[src/rtl/mem_pkg.sv]
// rtl/mem_pkg.sv - shared types and constants for the memory-stage access engine
package mem_pkg;

    typedef enum logic [1:0] {
        NONE = 2'b00,
        SW   = 2'b01,
        SH   = 2'b10,
        SB   = 2'b11
    } memwrite_t;

    typedef enum logic [2:0] {
        LW  = 3'b000,
        LH  = 3'b001,
        LHU = 3'b010,
        LB  = 3'b011,
        LBU = 3'b100
    } readtype_t;

    typedef enum logic [1:0] {
        IDLE = 2'b00,
        BUSY = 2'b01,
        DONE = 2'b10
    } mstate_t;

    localparam int TO_W = 8;

endpackage

[src/rtl/mem_access_unit_load_align.sv]
// rtl/mem_access_unit_load_align.sv - lane select and sign/zero extension of a loaded word
module load_align
    import mem_pkg::*;
(
    input  logic [31:0] word,
    input  logic [1:0]  addr_lo,
    input  readtype_t   rtype,
    output logic [31:0] data
);

    logic [31:0] lane;

    // Bring the addressed byte/half down to bit 0 before extending.
    assign lane = word >> {addr_lo, 3'b000};

    always_comb begin
        data = word;
        case (rtype)
            LH:      data = {{16{lane[15]}}, lane[15:0]};
            LHU:     data = {16'h0000, lane[15:0]};
            LB:      data = {{24{lane[7]}}, lane[7:0]};
            LBU:     data = {24'h000000, lane[7:0]};
            default: data = word;
        endcase
    end

endmodule

[src/rtl/mem_access_unit.sv]
// rtl/mem_access_unit.sv - M-stage data-memory bus engine with stall, misalign and timeout
module mem_access_unit
    import mem_pkg::*;
#(
    parameter int TIMEOUT = 255
) (
    input  logic        clk,
    input  logic        reset,
    input  logic        memtoregM,
    input  logic [1:0]  memwriteM,
    input  logic [2:0]  readtypeM,
    input  logic [31:0] aluoutM,
    input  logic [31:0] writedataM,
    output logic [31:0] readdataM,
    output logic        stallM,
    output logic        misalignM,
    output logic        buserrM,
    output logic        mem_req,
    output logic        mem_we,
    output logic [31:0] mem_addr,
    output logic [3:0]  mem_be,
    output logic [31:0] mem_wdata,
    input  logic [31:0] mem_rdata,
    input  logic        mem_ack
);

    localparam logic [TO_W-1:0] TO_LAST = TO_W'(TIMEOUT - 1);

    mstate_t         state;
    logic [TO_W-1:0] cnt;
    logic [31:0]     rdata_q;
    readtype_t       rtype_q;
    logic [1:0]      addr_lo_q;
    logic            load_q;
    logic            buserr_q;

    logic            is_store;
    logic            pending;
    logic            mis;
    logic            go;
    logic [3:0]      be_n;
    logic [31:0]     wd_n;
    readtype_t       rtype_n;
    logic [31:0]     aligned;

    assign is_store = (memwriteM != 2'b00);
    assign pending  = memtoregM || is_store;
    assign rtype_n  = (readtypeM > 3'd4) ? LW : readtype_t'(readtypeM);

    // A store takes precedence over a load when both controls are set.
    always_comb begin
        mis  = 1'b0;
        be_n = 4'b1111;
        wd_n = 32'h0;
        if (is_store) begin
            case (memwriteM)
                SH: begin
                    mis  = aluoutM[0];
                    be_n = 4'b0011 << {aluoutM[1], 1'b0};
                    wd_n = {2{writedataM[15:0]}};
                end
                SB: begin
                    be_n = 4'b0001 << aluoutM[1:0];
                    wd_n = {4{writedataM[7:0]}};
                end
                default: begin
                    mis  = (aluoutM[1:0] != 2'b00);
                    wd_n = writedataM;
                end
            endcase
        end else begin
            case (rtype_n)
                LH, LHU: begin
                    mis  = aluoutM[0];
                    be_n = 4'b0011 << {aluoutM[1], 1'b0};
                end
                LB, LBU: be_n = 4'b0001 << aluoutM[1:0];
                default: mis = (aluoutM[1:0] != 2'b00);
            endcase
        end
    end

    assign go = pending && !mis;

    always_ff @(posedge clk) begin
        if (reset) begin
            state     <= IDLE;
            cnt       <= '0;
            mem_req   <= 1'b0;
            mem_we    <= 1'b0;
            mem_addr  <= 32'h0;
            mem_be    <= 4'h0;
            mem_wdata <= 32'h0;
            rdata_q   <= 32'h0;
            rtype_q   <= LW;
            addr_lo_q <= 2'b00;
            load_q    <= 1'b0;
            buserr_q  <= 1'b0;
        end else begin
            case (state)
                IDLE: begin
                    if (go) begin
                        state     <= BUSY;
                        cnt       <= '0;
                        mem_req   <= 1'b1;
                        mem_we    <= is_store;
                        mem_addr  <= {aluoutM[31:2], 2'b00};
                        mem_be    <= be_n;
                        mem_wdata <= wd_n;
                        rtype_q   <= rtype_n;
                        addr_lo_q <= aluoutM[1:0];
                        load_q    <= !is_store;
                    end
                end
                BUSY: begin
                    // An acknowledge in the final allowed cycle still completes normally.
                    if (mem_ack) begin
                        rdata_q <= mem_rdata;
                        mem_req <= 1'b0;
                        state   <= DONE;
                    end else if (cnt == TO_LAST) begin
                        buserr_q <= 1'b1;
                        mem_req  <= 1'b0;
                        state    <= DONE;
                    end else begin
                        cnt <= cnt + 1'b1;
                    end
                end
                DONE: begin
                    buserr_q <= 1'b0;
                    state    <= IDLE;
                end
                default: state <= IDLE;
            endcase
        end
    end

    load_align u_load_align (
        .word    (rdata_q),
        .addr_lo (addr_lo_q),
        .rtype   (rtype_q),
        .data    (aligned)
    );

    assign stallM    = !reset && ((state == IDLE && go) || state == BUSY);
    assign misalignM = !reset && state == IDLE && pending && mis;
    assign buserrM   = buserr_q;
    assign readdataM = (!reset && state == DONE && load_q && !buserr_q) ? aligned : 32'h0;

endmodule

[config.mk]
export PLATFORM = sky130hd
export DESIGN_NAME = mem_access_unit
export DESIGN_NICKNAME = d
export VERILOG_FILES = /design/src/rtl/mem_pkg.sv /design/src/rtl/mem_access_unit_load_align.sv /design/src/rtl/mem_access_unit.sv
export SDC_FILE = /design/constraint.sdc
export NUM_CORES = 1
export LEC_CHECK = 0
export ABC_CLOCK_PERIOD_IN_PS = 2450
export CELL_PAD_IN_SITES_DETAIL_PLACEMENT = 1
export CELL_PAD_IN_SITES_GLOBAL_PLACEMENT = 1
export CORE_UTILIZATION = 26
export DETAILED_ROUTE_END_ITERATION = 8
export PLACE_DENSITY = 0.77
export SLEW_MARGIN = 10
export SYNTH_ARGS = -nofsm -noshare
export SYNTH_HDL_FRONTEND = slang
export SYNTH_HIERARCHICAL = 1
export SYNTH_SLANG_ARGS = --single-unit
[constraint.sdc]
create_clock -name clk -period 2.45 [get_ports clk]
set_clock_uncertainty 0.2 [all_clocks]
set_input_delay 0.49 -clock clk [delete_from_list [all_inputs] [get_ports clk]]
set_output_delay 0.49 -clock clk [all_outputs]
set_load 0.01 [all_outputs]
==> flow_summary.yaml <==
status:
  outcome: "finished with violations"
  violations: "negative setup slack"
cells_and_area:
  seqCellArea_sq_um: 2350
  design_area_sq_um: 9820
  multi_input_area_sq_um: 3720
  n_antenna_cell: 0
  nets: 1105
  area_growth_pct: 57.3
  fillCellCount: 2788
  layout-drive-gt1-share_pct: 22.5
  final_core_util_pct: 41.7
power:
  leakagePower_nw: 3.99
  power_density_nw_per_um2: 603
  vdd.ir_drop.worst_uv: 366
floorplanning:
  core_sq_um: 23500
  die_h_um: 157
  die_width_um: 157
  placementRows: 56
  ios: 210
  initial_core_util_pct: 26.5
  die_area_sq_um: 24600
clocking:
  cts_inserted_buffers: 17
  cts_num_sinks: 117
  clock_path_buffers: 2
  cts_tree: "built"
  postCtsHoldBufs: 0
  clk_latency_ps: 410
  h-tree-depth: 4
  clk_pin_slew_ps: 60
  root_buffer: "clkbuf_16"
logic_synthesis:
  synth_enable_flop_cells: 0
  synth.avg_cell_area_sq_um: 8.30
  synth_top_flop_cell: "dfxtp_1"
  synth_area_sq_um: 6240
  ys_seq_area_share_pct: 37.5
  async_reset_ff_share_pct: 0
  yosys_warnings: 6
  ys_ff_latch: 117
  synth_cells: 752
  ys_types: 58
timing:
  setup_slack_ps: -388
  timing.final.max_slew_violations: 0
  min_period_over_period_pct: 116
  finalWorstPathRequiredPeriod_ps: 2840
  rsz0062_at_grt: "true"
  relSlewSlack_pct: 34.1
  hold_slack_ps: 205
  worstMarginPinSlew_ps: 988
  finalSetupViolations: 32
  fmax_mhz: 352
  timing_hold_violations_final: 0
worst_setup_path:
  path_buf_inv: 4
  path_cells: "mux4_2, nor3b_2, buf_4, buf_12, buf_6, a211oi_2, and2_1, buf_2"
  cp.arrival_ps: 2150
  critPathRequiredTime_ps: 1760
  cp_slowest_cell: "mux4_2"
  cpLargestDelayFamily: "multiplexers"
  start_kind: "flip-flop"
  crit_path_max_incr_delay_ps: 550
  crit_type: "flip-flop to output pin"
  worstPathMaxFanout: 4
  cp-end-kind: "output pin"
drt:
  drtIter0Drc: 230
  wl_per_cell_um: 17.0
  routed-via-count: 6298
  dr.pass1.iters: 4
  postRouteAntennaNets: 0
  viasPerCell: 4.74
  drt_wl_total_um: 22600
  drc_errors: 0
placement:
  dp_hpwl_um: 15600
  dp_slack_ps: -781
  gp_congestion: 0.847
  io_buffers: 207
  dpl_cell_area_sq_um: 8970
global_routing:
  grt-ovfl-total: 0
  grt_max_degree: 102
  grt_util_all_layers_pct: 18.3
  antenna_found_initial: 0
  grt_pass1_vias: 6453
  grt_pass1_wl_um: 34700
job:
  cap_viol_max_count: 0
hold_path:
  hp-class: "primary input to flip-flop"
[worst reg2reg max path: cells and delay by family, from the launching register on]
| family | cells | cell delay (ps) |
|---|---|---|
| simple gates | 1 | 420 |
| buf+inv | 2 | 700 |
| compound gates | 1 | 180 |
| flops | 1 | 340 |
| mux | 1 | 350 |
[per-stage QoR]
step,setup TNS [ps],power [mW],cells
global placement,-40340,3.54,1273
global route,-12290,6.22,1330
finish,-10030,5.92,1330
CTS,-9630,5.97,1320
detailed placement,-42210,3.56,1273
floorplan,0,2.89,753
[cell usage in the layout, fill, tap and decap left out, drive strengths merged, types with 9 or more instances in the layout]
cell / netlist / layout
inv: 20 / 24
a21oi: 36 / 36
nand2: 207 / 207
mux2i: 80 / 80
and2: 37 / 37
a22o: 17 / 17
nor2: 16 / 16
mux2: 19 / 19
buf: 28 / 123
clkdlybuf4s50: 0 / 164
o2bb2ai: 9 / 9
a211oi: 11 / 11
clkbuf: 37 / 20
dfxtp: 117 / 117
[report_power, final]
part / internal [mW] / switching [mW] / total [mW] / leakage (nW)
Clock: 1.29 / 0.981 / 2.27 / 0.248
Combinational: 0.804 / 0.693 / 1.50 / 2.79
Sequential: 2.05 / 0.0963 / 2.15 / 0.959
Total: 4.15 / 1.77 / 5.92 / 3.99
[registers in the layout (all words and copies together) (netlist names)]
signal     cells
addr_lo_q      2
rdata_q       32
mem_be         4
mem_addr      30
rtype_q        3
mem_wdata     32
cnt            8
load_q         1
mem_we         1
buserrM        1
state          2
mem_req        1
[worst paths after layout]
path | start | end | slack [ps] | depth (start not counted)
max | addr_lo_q[0] | readdataM[9] | -390 | 8
min | memwriteM[1] | load_q | 210 | 4
max reg2reg | state[0] | mem_addr[11] | 190 | 5
min reg2reg | mem_addr[30] | mem_addr[30] | 260 | 2
[Yosys cell counts, types with 3 or more instances]
| cell type | count | area [sq um] |
|---|---|---|
| a211oi_1 | 11 | 82.6 |
| a21oi_1 | 36 | 180 |
| a22o_1 | 17 | 149 |
| a2bb2oi_1 | 7 | 61.3 |
| a41oi_1 | 7 | 61.3 |
| and2_1 | 37 | 231 |
| buf_1 | 3 | 11.3 |
| buf_2 | 14 | 70.1 |
| buf_4 | 6 | 45.0 |
| buf_6 | 5 | 56.3 |
| clkbuf_1 | 37 | 139 |
| dfxtp_1 | 117 | 2340 |
| inv_1 | 20 | 75.1 |
| maj3_1 | 8 | 80.1 |
| mux2_2 | 18 | 203 |
| mux2i_1 | 80 | 801 |
| nand2_1 | 207 | 777 |
| nand2b_1 | 3 | 18.8 |
| nand3_1 | 6 | 30.0 |
| nand4_1 | 8 | 50.1 |
| nor2_1 | 15 | 56.3 |
| nor2b_1 | 8 | 50.1 |
| nor3_1 | 7 | 35.0 |
| o21ai_0 | 5 | 25.0 |
| o221a_1 | 3 | 33.8 |
| o221a_2 | 4 | 45.0 |
| o22ai_1 | 8 | 50.1 |
| o2bb2ai_1 | 9 | 78.8 |
| or3_1 | 4 | 25.0 |
| xor2_1 | 6 | 52.6 |
[repair_timing]
action,CTS,global route
resized for setup,204,31
setup buffers,14,13
setup endpoints to repair,78,35
cloned,1,0
pin swaps,10,11
[final cells by class]
cell class | instances | area share (%)
Timing Repair Buffer | 291 | 27.8
Tap cell | 319 | 4.06
Sequential cell | 117 | 24.0
Multi-Input combinational cell | 550 | 37.9
Clock buffer | 17 | 4.33
Inverter | 21 | 0.828
Clock inverter | 15 | 1.11
[per-layer routing]
layer | vias up | routed length [um] | share of wire (%) | track usage (%)
met4 | 0 | 540 | 2.4 | 6.82
met2 | 204 | 10800 | 48 | 30.6
met1 | 2973 | 9320 | 41 | 21.2
li1 | 3081 | - | - | -
met5 | - | 0 | 0 | 0
met3 | 40 | 1940 | 8.6 | 7.08
[kinds of logic (layout without fill, tap and decap cells)]
group | after synthesis | count (layout) | share of synthesized area (%)
other cells | 1 | 2 | 0.0601
simple gates | 306 | 306 | 22.0
fa+ha+maj | 10 | 10 | 1.68
buf+inv | 86 | 344 | 6.41
flops | 117 | 117 | 37.5
mux | 100 | 100 | 16.6
xor+xnor | 7 | 7 | 0.982
compound gates | 125 | 125 | 14.7
(Power assumes the default switching activity.)
